### config.mk
export PLATFORM = sky130hd
export DESIGN_NAME = fir_coeff_loader_flat
export DESIGN_NICKNAME = d
export VERILOG_FILES = /design/src/rtl/fir_coeff_loader_if.sv /design/src/rtl/fir_coeff_loader.sv /design/src/flat_wrapper.sv
export SDC_FILE = /design/constraint.sdc
export NUM_CORES = 1
export LEC_CHECK = 0
export CAP_MARGIN = 20
export CELL_PAD_IN_SITES_DETAIL_PLACEMENT = 1
export CELL_PAD_IN_SITES_GLOBAL_PLACEMENT = 2
export CORE_UTILIZATION = 41
export CTS_CLUSTER_SIZE = 8
export DETAILED_ROUTE_END_ITERATION = 7
export HOLD_SLACK_MARGIN = 0.05
export PLACE_DENSITY_LB_ADDON = 0.3
export SYNTH_ARGS = -nofsm -noshare
export SYNTH_HDL_FRONTEND = slang
export SYNTH_SLANG_ARGS = --single-unit
### constraint.sdc
create_clock -name user_clk -period 3.9 [get_ports user_clk]
set_clock_uncertainty 0.05 [all_clocks]
set_input_delay 0.585 -clock user_clk [delete_from_list [all_inputs] [get_ports user_clk]]
set_output_delay 0.585 -clock user_clk [all_outputs]
set_load 0.01 [all_outputs]
### src/rtl/fir_coeff_loader_if.sv
// fir_coeff_loader_if
//   Bundles the software-register input, the frame marker and the FIR-facing
//   coefficient outputs of fir_coeff_loader.
//   Signals:
//     reg_data       32  software word, [31:16] = b4, [15:0] = b5 (signed)
//     frame_sync      1  single-cycle channelizer frame-start pulse
//     coeff_b4       16  active b4 coefficient
//     coeff_b5       16  active b5 coefficient
//     coeff_update    1  one-cycle pulse after the active coefficients change
//     update_pending  1  a new word is settling or waiting for a frame edge
//     update_count   16  commits since reset (wraps)
//   Modports:
//     master  drives reg_data/frame_sync, observes the coefficient side
//     slave   the loader itself
interface fir_coeff_loader_if;
    logic [31:0] reg_data;
    logic        frame_sync;
    logic [15:0] coeff_b4;
    logic [15:0] coeff_b5;
    logic        coeff_update;
    logic        update_pending;
    logic [15:0] update_count;

    modport master (
        output reg_data,
        output frame_sync,
        input  coeff_b4,
        input  coeff_b5,
        input  coeff_update,
        input  update_pending,
        input  update_count
    );

    modport slave (
        input  reg_data,
        input  frame_sync,
        output coeff_b4,
        output coeff_b5,
        output coeff_update,
        output update_pending,
        output update_count
    );
endinterface

### src/rtl/fir_coeff_loader.sv
// fir_coeff_loader
//   Takes the packed (b4, b5) coefficient word written by software, waits
//   until it has been stable for STABLE_CYCLES consecutive cycles, and then
//   commits it to the FIR tap inputs. Torn or transient writes never reach
//   the filter, and a write that software reverts before it settles produces
//   no commit.
//
//   Optional feature macro: FIR_COEFF_FRAME_ALIGN_EN
//     defined   : a settled word waits in PENDING and commits on the next
//                 frame_sync pulse
//     undefined : a settled word commits immediately; frame_sync is ignored
//
//   Ports:
//     user_clk    in   sole clock, rising edge
//     user_rst_n  in   asynchronous active-low reset
//     bus         slave modport of fir_coeff_loader_if (reg_data, frame_sync,
//                 coeff_b4, coeff_b5, coeff_update, update_pending,
//                 update_count)
module fir_coeff_loader #(
    parameter int unsigned STABLE_CYCLES  = 16,
    parameter logic [15:0] COEFF_RESET_B4 = 16'h0000,
    parameter logic [15:0] COEFF_RESET_B5 = 16'h0000
) (
    input  logic               user_clk,
    input  logic               user_rst_n,
    fir_coeff_loader_if.slave  bus
);

    localparam logic [31:0] RESET_WORD = {COEFF_RESET_B4, COEFF_RESET_B5};
    localparam logic [15:0] LAST_CNT   = 16'(STABLE_CYCLES - 1);

`ifdef FIR_COEFF_FRAME_ALIGN_EN
    typedef enum logic [1:0] {
        IDLE    = 2'd0,
        SETTLE  = 2'd1,
        PENDING = 2'd2
    } state_t;
`else
    typedef enum logic [0:0] {
        IDLE   = 1'b0,
        SETTLE = 1'b1
    } state_t;
`endif

    state_t      state_reg;
    logic [31:0] reg_q_reg;          // re-registered software word
    logic [31:0] cand_reg;           // word currently being qualified
    logic [31:0] active_reg;         // word driven to the FIR
    logic [15:0] cnt_reg;            // settle counter
    logic        coeff_update_reg;
    logic        update_pending_reg;
    logic [15:0] update_count_reg;

    always_ff @(posedge user_clk or negedge user_rst_n) begin
        if (!user_rst_n) begin
            state_reg          <= IDLE;
            // reg_q starts equal to active so reset itself is not seen as a write
            reg_q_reg          <= RESET_WORD;
            cand_reg           <= RESET_WORD;
            active_reg         <= RESET_WORD;
            cnt_reg            <= 16'd0;
            coeff_update_reg   <= 1'b0;
            update_pending_reg <= 1'b0;
            update_count_reg   <= 16'd0;
        end else begin
            reg_q_reg        <= bus.reg_data;
            coeff_update_reg <= 1'b0;
            update_count_reg <= update_count_reg;

            case (state_reg)
                IDLE: begin
                    if (reg_q_reg != active_reg) begin
                        cand_reg           <= reg_q_reg;
                        cnt_reg            <= 16'd0;
                        state_reg          <= SETTLE;
                        update_pending_reg <= 1'b1;
                    end
                end

                SETTLE: begin
                    if (reg_q_reg != cand_reg) begin
                        // word moved again: restart qualification on the new value
                        cand_reg <= reg_q_reg;
                        cnt_reg  <= 16'd0;
                    end else if (cnt_reg == LAST_CNT) begin
                        if (cand_reg == active_reg) begin
                            // software reverted to the active word; nothing to do
                            state_reg          <= IDLE;
                            update_pending_reg <= 1'b0;
                        end else begin
`ifdef FIR_COEFF_FRAME_ALIGN_EN
                            // a frame_sync on this same edge is deliberately not used
                            state_reg <= PENDING;
`else
                            active_reg         <= cand_reg;
                            coeff_update_reg   <= 1'b1;
                            update_count_reg   <= update_count_reg + 16'd1;
                            state_reg          <= IDLE;
                            update_pending_reg <= 1'b0;
`endif
                        end
                    end else begin
                        cnt_reg <= cnt_reg + 16'd1;
                    end
                end

`ifdef FIR_COEFF_FRAME_ALIGN_EN
                PENDING: begin
                    // a change beats a simultaneous frame_sync
                    if (reg_q_reg != cand_reg) begin
                        cand_reg  <= reg_q_reg;
                        cnt_reg   <= 16'd0;
                        state_reg <= SETTLE;
                    end else if (bus.frame_sync) begin
                        active_reg         <= cand_reg;
                        coeff_update_reg   <= 1'b1;
                        update_count_reg   <= update_count_reg + 16'd1;
                        state_reg          <= IDLE;
                        update_pending_reg <= 1'b0;
                    end
                end
`endif

                default: begin
                    state_reg          <= IDLE;
                    update_pending_reg <= 1'b0;
                end
            endcase
        end
    end

`ifndef FIR_COEFF_FRAME_ALIGN_EN
    // frame_sync has no function without frame alignment; the port stays
    logic unused_frame_sync;
    assign unused_frame_sync = bus.frame_sync;
`endif

    assign bus.coeff_b4       = active_reg[31:16];
    assign bus.coeff_b5       = active_reg[15:0];
    assign bus.coeff_update   = coeff_update_reg;
    assign bus.update_pending = update_pending_reg;
    assign bus.update_count   = update_count_reg;

endmodule

### src/flat_wrapper.sv
// flat-port wrapper written by rule: the top's interface ports become plain ports
module fir_coeff_loader_flat 
#(
    parameter int unsigned STABLE_CYCLES  = 16,
    parameter logic [15:0] COEFF_RESET_B4 = 16'h0000,
    parameter logic [15:0] COEFF_RESET_B5 = 16'h0000
)
  (user_clk, user_rst_n, bus_reg_data, bus_frame_sync, bus_coeff_b4, bus_coeff_b5, bus_coeff_update, bus_update_pending, bus_update_count);
  fir_coeff_loader_if bus_i ();
  input  logic user_clk;
  input  logic user_rst_n;
  input wire logic [$bits(bus_i.reg_data)-1:0] bus_reg_data;
  input wire logic [$bits(bus_i.frame_sync)-1:0] bus_frame_sync;
  output wire logic [$bits(bus_i.coeff_b4)-1:0] bus_coeff_b4;
  output wire logic [$bits(bus_i.coeff_b5)-1:0] bus_coeff_b5;
  output wire logic [$bits(bus_i.coeff_update)-1:0] bus_coeff_update;
  output wire logic [$bits(bus_i.update_pending)-1:0] bus_update_pending;
  output wire logic [$bits(bus_i.update_count)-1:0] bus_update_count;
  assign bus_i.reg_data = bus_reg_data;
  assign bus_i.frame_sync = bus_frame_sync;
  assign bus_coeff_b4 = bus_i.coeff_b4;
  assign bus_coeff_b5 = bus_i.coeff_b5;
  assign bus_coeff_update = bus_i.coeff_update;
  assign bus_update_pending = bus_i.update_pending;
  assign bus_update_count = bus_i.update_count;
  fir_coeff_loader #(.STABLE_CYCLES(STABLE_CYCLES), .COEFF_RESET_B4(COEFF_RESET_B4), .COEFF_RESET_B5(COEFF_RESET_B5)) u_core (.user_clk(user_clk), .user_rst_n(user_rst_n), .bus(bus_i));
endmodule
[After elaboration in Yosys (flattened, before gate mapping)]
Index checks and enable logic that the tools add are counted.
Storage, ports and cells
  register bits: 131
  input bits: 35
  output and inout bits: 50
  logic and storage cells: 45
Cells by class
  $add $sub $neg: 2
  equal/unequal tests: 9
  muxes and demuxes: 19
  bitwise logic cells: 3
  reductions and logical operators: 4
Operators by type and width (number)
  $mux 32: 2
  $ne 32x32->1: 2
  $pmux 32 s2: 1
  $mux 16: 3
  $add 16x1->16 const B: 2
  $eq 32x32->1: 1
  $pmux 16 s2: 1
  $eq 16x4->1 const B: 1
  $mux 1: 10
  $ne 2x2->1 const B: 3
  $pmux 1 s2: 2
  $reduce_and 2->1: 2
  $reduce_and 4->1: 1
  $ne 3x3->1 const B: 1
  $not 1->1: 3
  $reduce_and 3->1: 1
  $ne 2x1->1 const B: 1

[Logic depth before layout (Yosys ltp)]
  depth after elaboration: 5
  depth in mapped cells: 8
  gate-level depth less buffers: 7

[Worst setup path before layout]
Ideal clock, no wire load.
  path kind: register to register
  start: reg u_core.cnt_reg[5]
  end: reg u_core.active_reg[22]
  setup time: 0.125 ns
  data arrival time: 2.150 ns
  required time: 3.725 ns
  slack: 1.575 ns
  cell stages (with the launch flop): 8
  path buffers: 1
  clock period less this slack: 2.325 ns
  path through: dfrtp_1 -> or4_1 -> nor2_1 -> nand3_1 -> nand4b_4 -> nor2_4 -> buf_6 -> mux2_2
On the way
  word-level cells in the longest chain between the ends: 2
Ends and longest elaborated chain
  start, declared: RTL line fir_coeff_loader.sv:49  | logic [15:0] cnt_reg;
  start signal, assigned: RTL line fir_coeff_loader.sv:103  | cnt_reg <= cnt_reg + 16'd1;
  $eq 16x4->1: RTL line fir_coeff_loader.sv:85  | end else if (cnt_reg == LAST_CNT) begin
  $reduce_and 4->1 (no line)
  end signal, assigned: RTL line fir_coeff_loader.sv:95  | active_reg <= cand_reg;
  end, declared: RTL line fir_coeff_loader.sv:48  | logic [31:0] active_reg;
No other way between the ends.
A chain may end at the register's enable or synchronous reset.

[Worst setup path after layout]
  start: reg u_core.cand_reg[10]
  end: reg u_core.cand_reg[14]
On the way
  word-level cells in the longest chain between the ends: 3
Ends and longest elaborated chain
  start, declared: RTL line fir_coeff_loader.sv:47  | logic [31:0] cand_reg;
  start signal, assigned: RTL line fir_coeff_loader.sv:73  | cand_reg <= reg_q_reg;
  start signal, assigned: RTL line fir_coeff_loader.sv:83  | cand_reg <= reg_q_reg;
  $ne 32x32->1: RTL line fir_coeff_loader.sv:81  | if (reg_q_reg != cand_reg) begin
  $ne 2x2->1 (no line)
  $reduce_and 2->1 (no line)
No other way between the ends.

==> reports/qor.yml <==
critical_path:
  path_class: "flop to flop"
  startpoint_type: "flop"
  cp-end-kind: "flop"
  r2r_slack_ps: 910
  worstPathMaxFanout: 26
  required_ps: 4150
  arrival_ps: 3250
floorplanning:
  dieWidth_um: 126
  core_sq_um: 14700
  pin_count: 85
  row_count: 44
  die_area_sq_um: 15800
  initial_utilization_pct: 42.6
  fp.dieH_um: 126
power_and_ir_drop:
  seq_power_share_pct: 47.0
  power_density_nw_per_um2: 390
  p_int_w: 0.00234
  power_frac_comb_pct: 5.7
  power_leakage_nw: 3.69
  power.switching_w: 0.000723
  ir_drop_uv: 338
  clkPwrFrac_pct: 47.3
  swShare_pct: 23.6
timing:
  fin_crit_sh_pct: 76.8
  maxSlewViolCount: 0
  whs_ps: 189
  fin_setup_tns_ps: 0
  final_hold_viol_count: 0
  max_freq_mhz: 334
  rsz0062_at_grt: "no"
  min_period_ps: 2990
  setup_viol: 0
  slew_headroom_pct: 47.0
  worst_pin_slew_ps: 793
  layout_setup_ws_ps: 906
logic_synthesis:
  syn_inst: 489
  synth-seq-area-share_pct: 52.3
  synth_seq_cells: 131
  ys_types: 41
  yosys_warnings: 0
  synth_edf_count: 0
  synth_area_sq_um: 6270
  synthesis.nets: 526
  synth.avg_cell_area_sq_um: 12.8
  async_reset_ff_share_pct: 100
  ys.flop_type: "dfrtp_1"
drt:
  first_pass_iters: 6
  vias: 4156
  wl_um: 15500
  ant_nets: 0
  wl_per_cell_um: 19.7
  drc: 5
  drt_iter0_drc: 198
  vias_per_cell: 5.28
cts:
  root_buffer: "clkbuf_16"
  hold_buffers: 0
  cts_buffer_depth: 2
  post_cts_resized: 0
  htreeDepth: 4
  cts_buffers: 17
  cts_sinks: 131
  clk_pin_slew_worst_paths_ps: 60
  cts_tree: "done"
  clk_latency_ps: 420
  post_cts.repair.setup_buffers: 0
global_routing:
  grt_pass1_wl_um: 25100
  grt_max_degree: 59
  grt_overflow: 0
  grt_usage_pct: 21.0
  antenna_found_initial: 0
  grt_pass1_vias: 4500
flow_run:
  drv_cap: 0
placed_design:
  place.gp.congestion: 0.754
  hpwl_um: 11100
  io_buffer_count: 83
  dpl.cell_count: 755
  place_area_sq_um: 7320
  post-place-ws_ps: 934
finish:
  final_cell_area_sq_um: 7850
  syn2layout_area_growth_pct: 25.2
  instances_no_fill: 787
  final_common_cell: "dfrtp_1"
  n_antenna_cell: 0
  nNetsFinal: 627
  fillers: 1505
  mostFrequentLayoutCells: "131 x dfrtp_1, 82 x clkdlybuf4s50_1, 79 x xor2_1, 35 x mux2_2, 34 x xnor2_1"
  drive_gt1_share_pct: 19.4
outcome:
  violations: "design-rule violations"
  status: "finished, violations left"
min_path:
  min_path_type: "input pin to asynchronous set/reset pin"
==> synth_stat cells (3+ instances only) <==
| master | number | area, sq um |
|---|---|---|
| a221o_1 | 8 | 80.1 |
| and3_1 | 13 | 81.3 |
| buf_6 | 7 | 78.8 |
| dfrtp_1 | 131 | 3280 |
| inv_1 | 5 | 18.8 |
| mux2_2 | 35 | 394 |
| mux2_4 | 30 | 450 |
| nand2_1 | 22 | 82.6 |
| nand2b_1 | 3 | 18.8 |
| nand3_1 | 17 | 85.1 |
| nand4_1 | 16 | 100 |
| nor2_1 | 16 | 60.1 |
| nor3_1 | 9 | 45.0 |
| nor4_1 | 25 | 156 |
| o21ai_0 | 4 | 20.0 |
| or4_1 | 3 | 22.5 |
| xnor2_1 | 34 | 298 |
| xor2_1 | 79 | 692 |
==> area by class of cell <==
cell class | instances | area [sq um] | share of cell area (%)
Multi-Input combinational cell | 342 | 2890 | 36.8
Clock inverter | 10 | 58.8 | 0.749
Timing Repair Buffer | 93 | 903 | 11.5
Sequential cell | 131 | 3280 | 41.8
Clock buffer | 22 | 474 | 6.04
Inverter | 5 | 18.8 | 0.239
Tap cell | 184 | 230 | 2.93
==> worst max-delay path: stages, from the launching register on <==
cell	delay [ps]
dfrtp_1	430
xnor2_1	420
nand4_1	140
or4_4	570
nor3_4	190
buf_4	290
nor2_4	210
buf_4	260
mux2_4	310
==> metrics by stage <==
stage | power (W) | util, %
floorplan | 0.00154 | -
global placement | 0.00163 | 49.8
detailed placement | 0.00164 | 49.8
CTS | 0.00310 | 53.4
global route | 0.00317 | 53.4
finish | 0.00306 | 53.4
==> power by group through the flow <==
stage / registers (W) / clock network [W] / logic, W
floorplan: 0.00145 / 0 / 0.0000841
global placement: 0.00146 / 0 / 0.000172
detailed placement: 0.00146 / 0 / 0.000176
CTS: 0.00144 / 0.00148 / 0.000178
global route: 0.00144 / 0.00153 / 0.000191
finish: 0.00144 / 0.00145 / 0.000174
==> per-layer routing <==
metal	global-route usage (%)	vias up	part of all wire, %
met1	28.7	2132	48
met5	0	-	0
met2	32.9	64	48
li1	-	1943	-
met3	5.27	17	3.7
met4	6.46	0	1.1
==> path summary, 6_finish.rpt <==
path | start | endpoint | depth (start not counted)
setup / recovery | u_core.cand_reg[10] | u_core.cand_reg[14] | 8
hold / removal | user_rst_n | u_core.bus.update_count[3] | 1
setup reg to reg | u_core.cand_reg[10] | u_core.cand_reg[14] | 8
hold reg to reg | u_core.bus.update_count[15] | u_core.bus.update_count[15] | 1
max in group asynchronous | user_rst_n | u_core.cand_reg[8] | 2
min in group user_clk | u_core.bus.update_count[15] | u_core.bus.update_count[15] | 1
==> logic make-up after synthesis <==
logic type | synth area share (%)
DFF | 52.3
muxes | 13.6
xor gates and xnor gates | 15.8
buffers and inverters | 1.84
AOI/OAI and AO/OA | 2.24
and+or+nand+nor | 13.8
adders and majority gates | 0.399
Power figures use the tool's default switching activity.
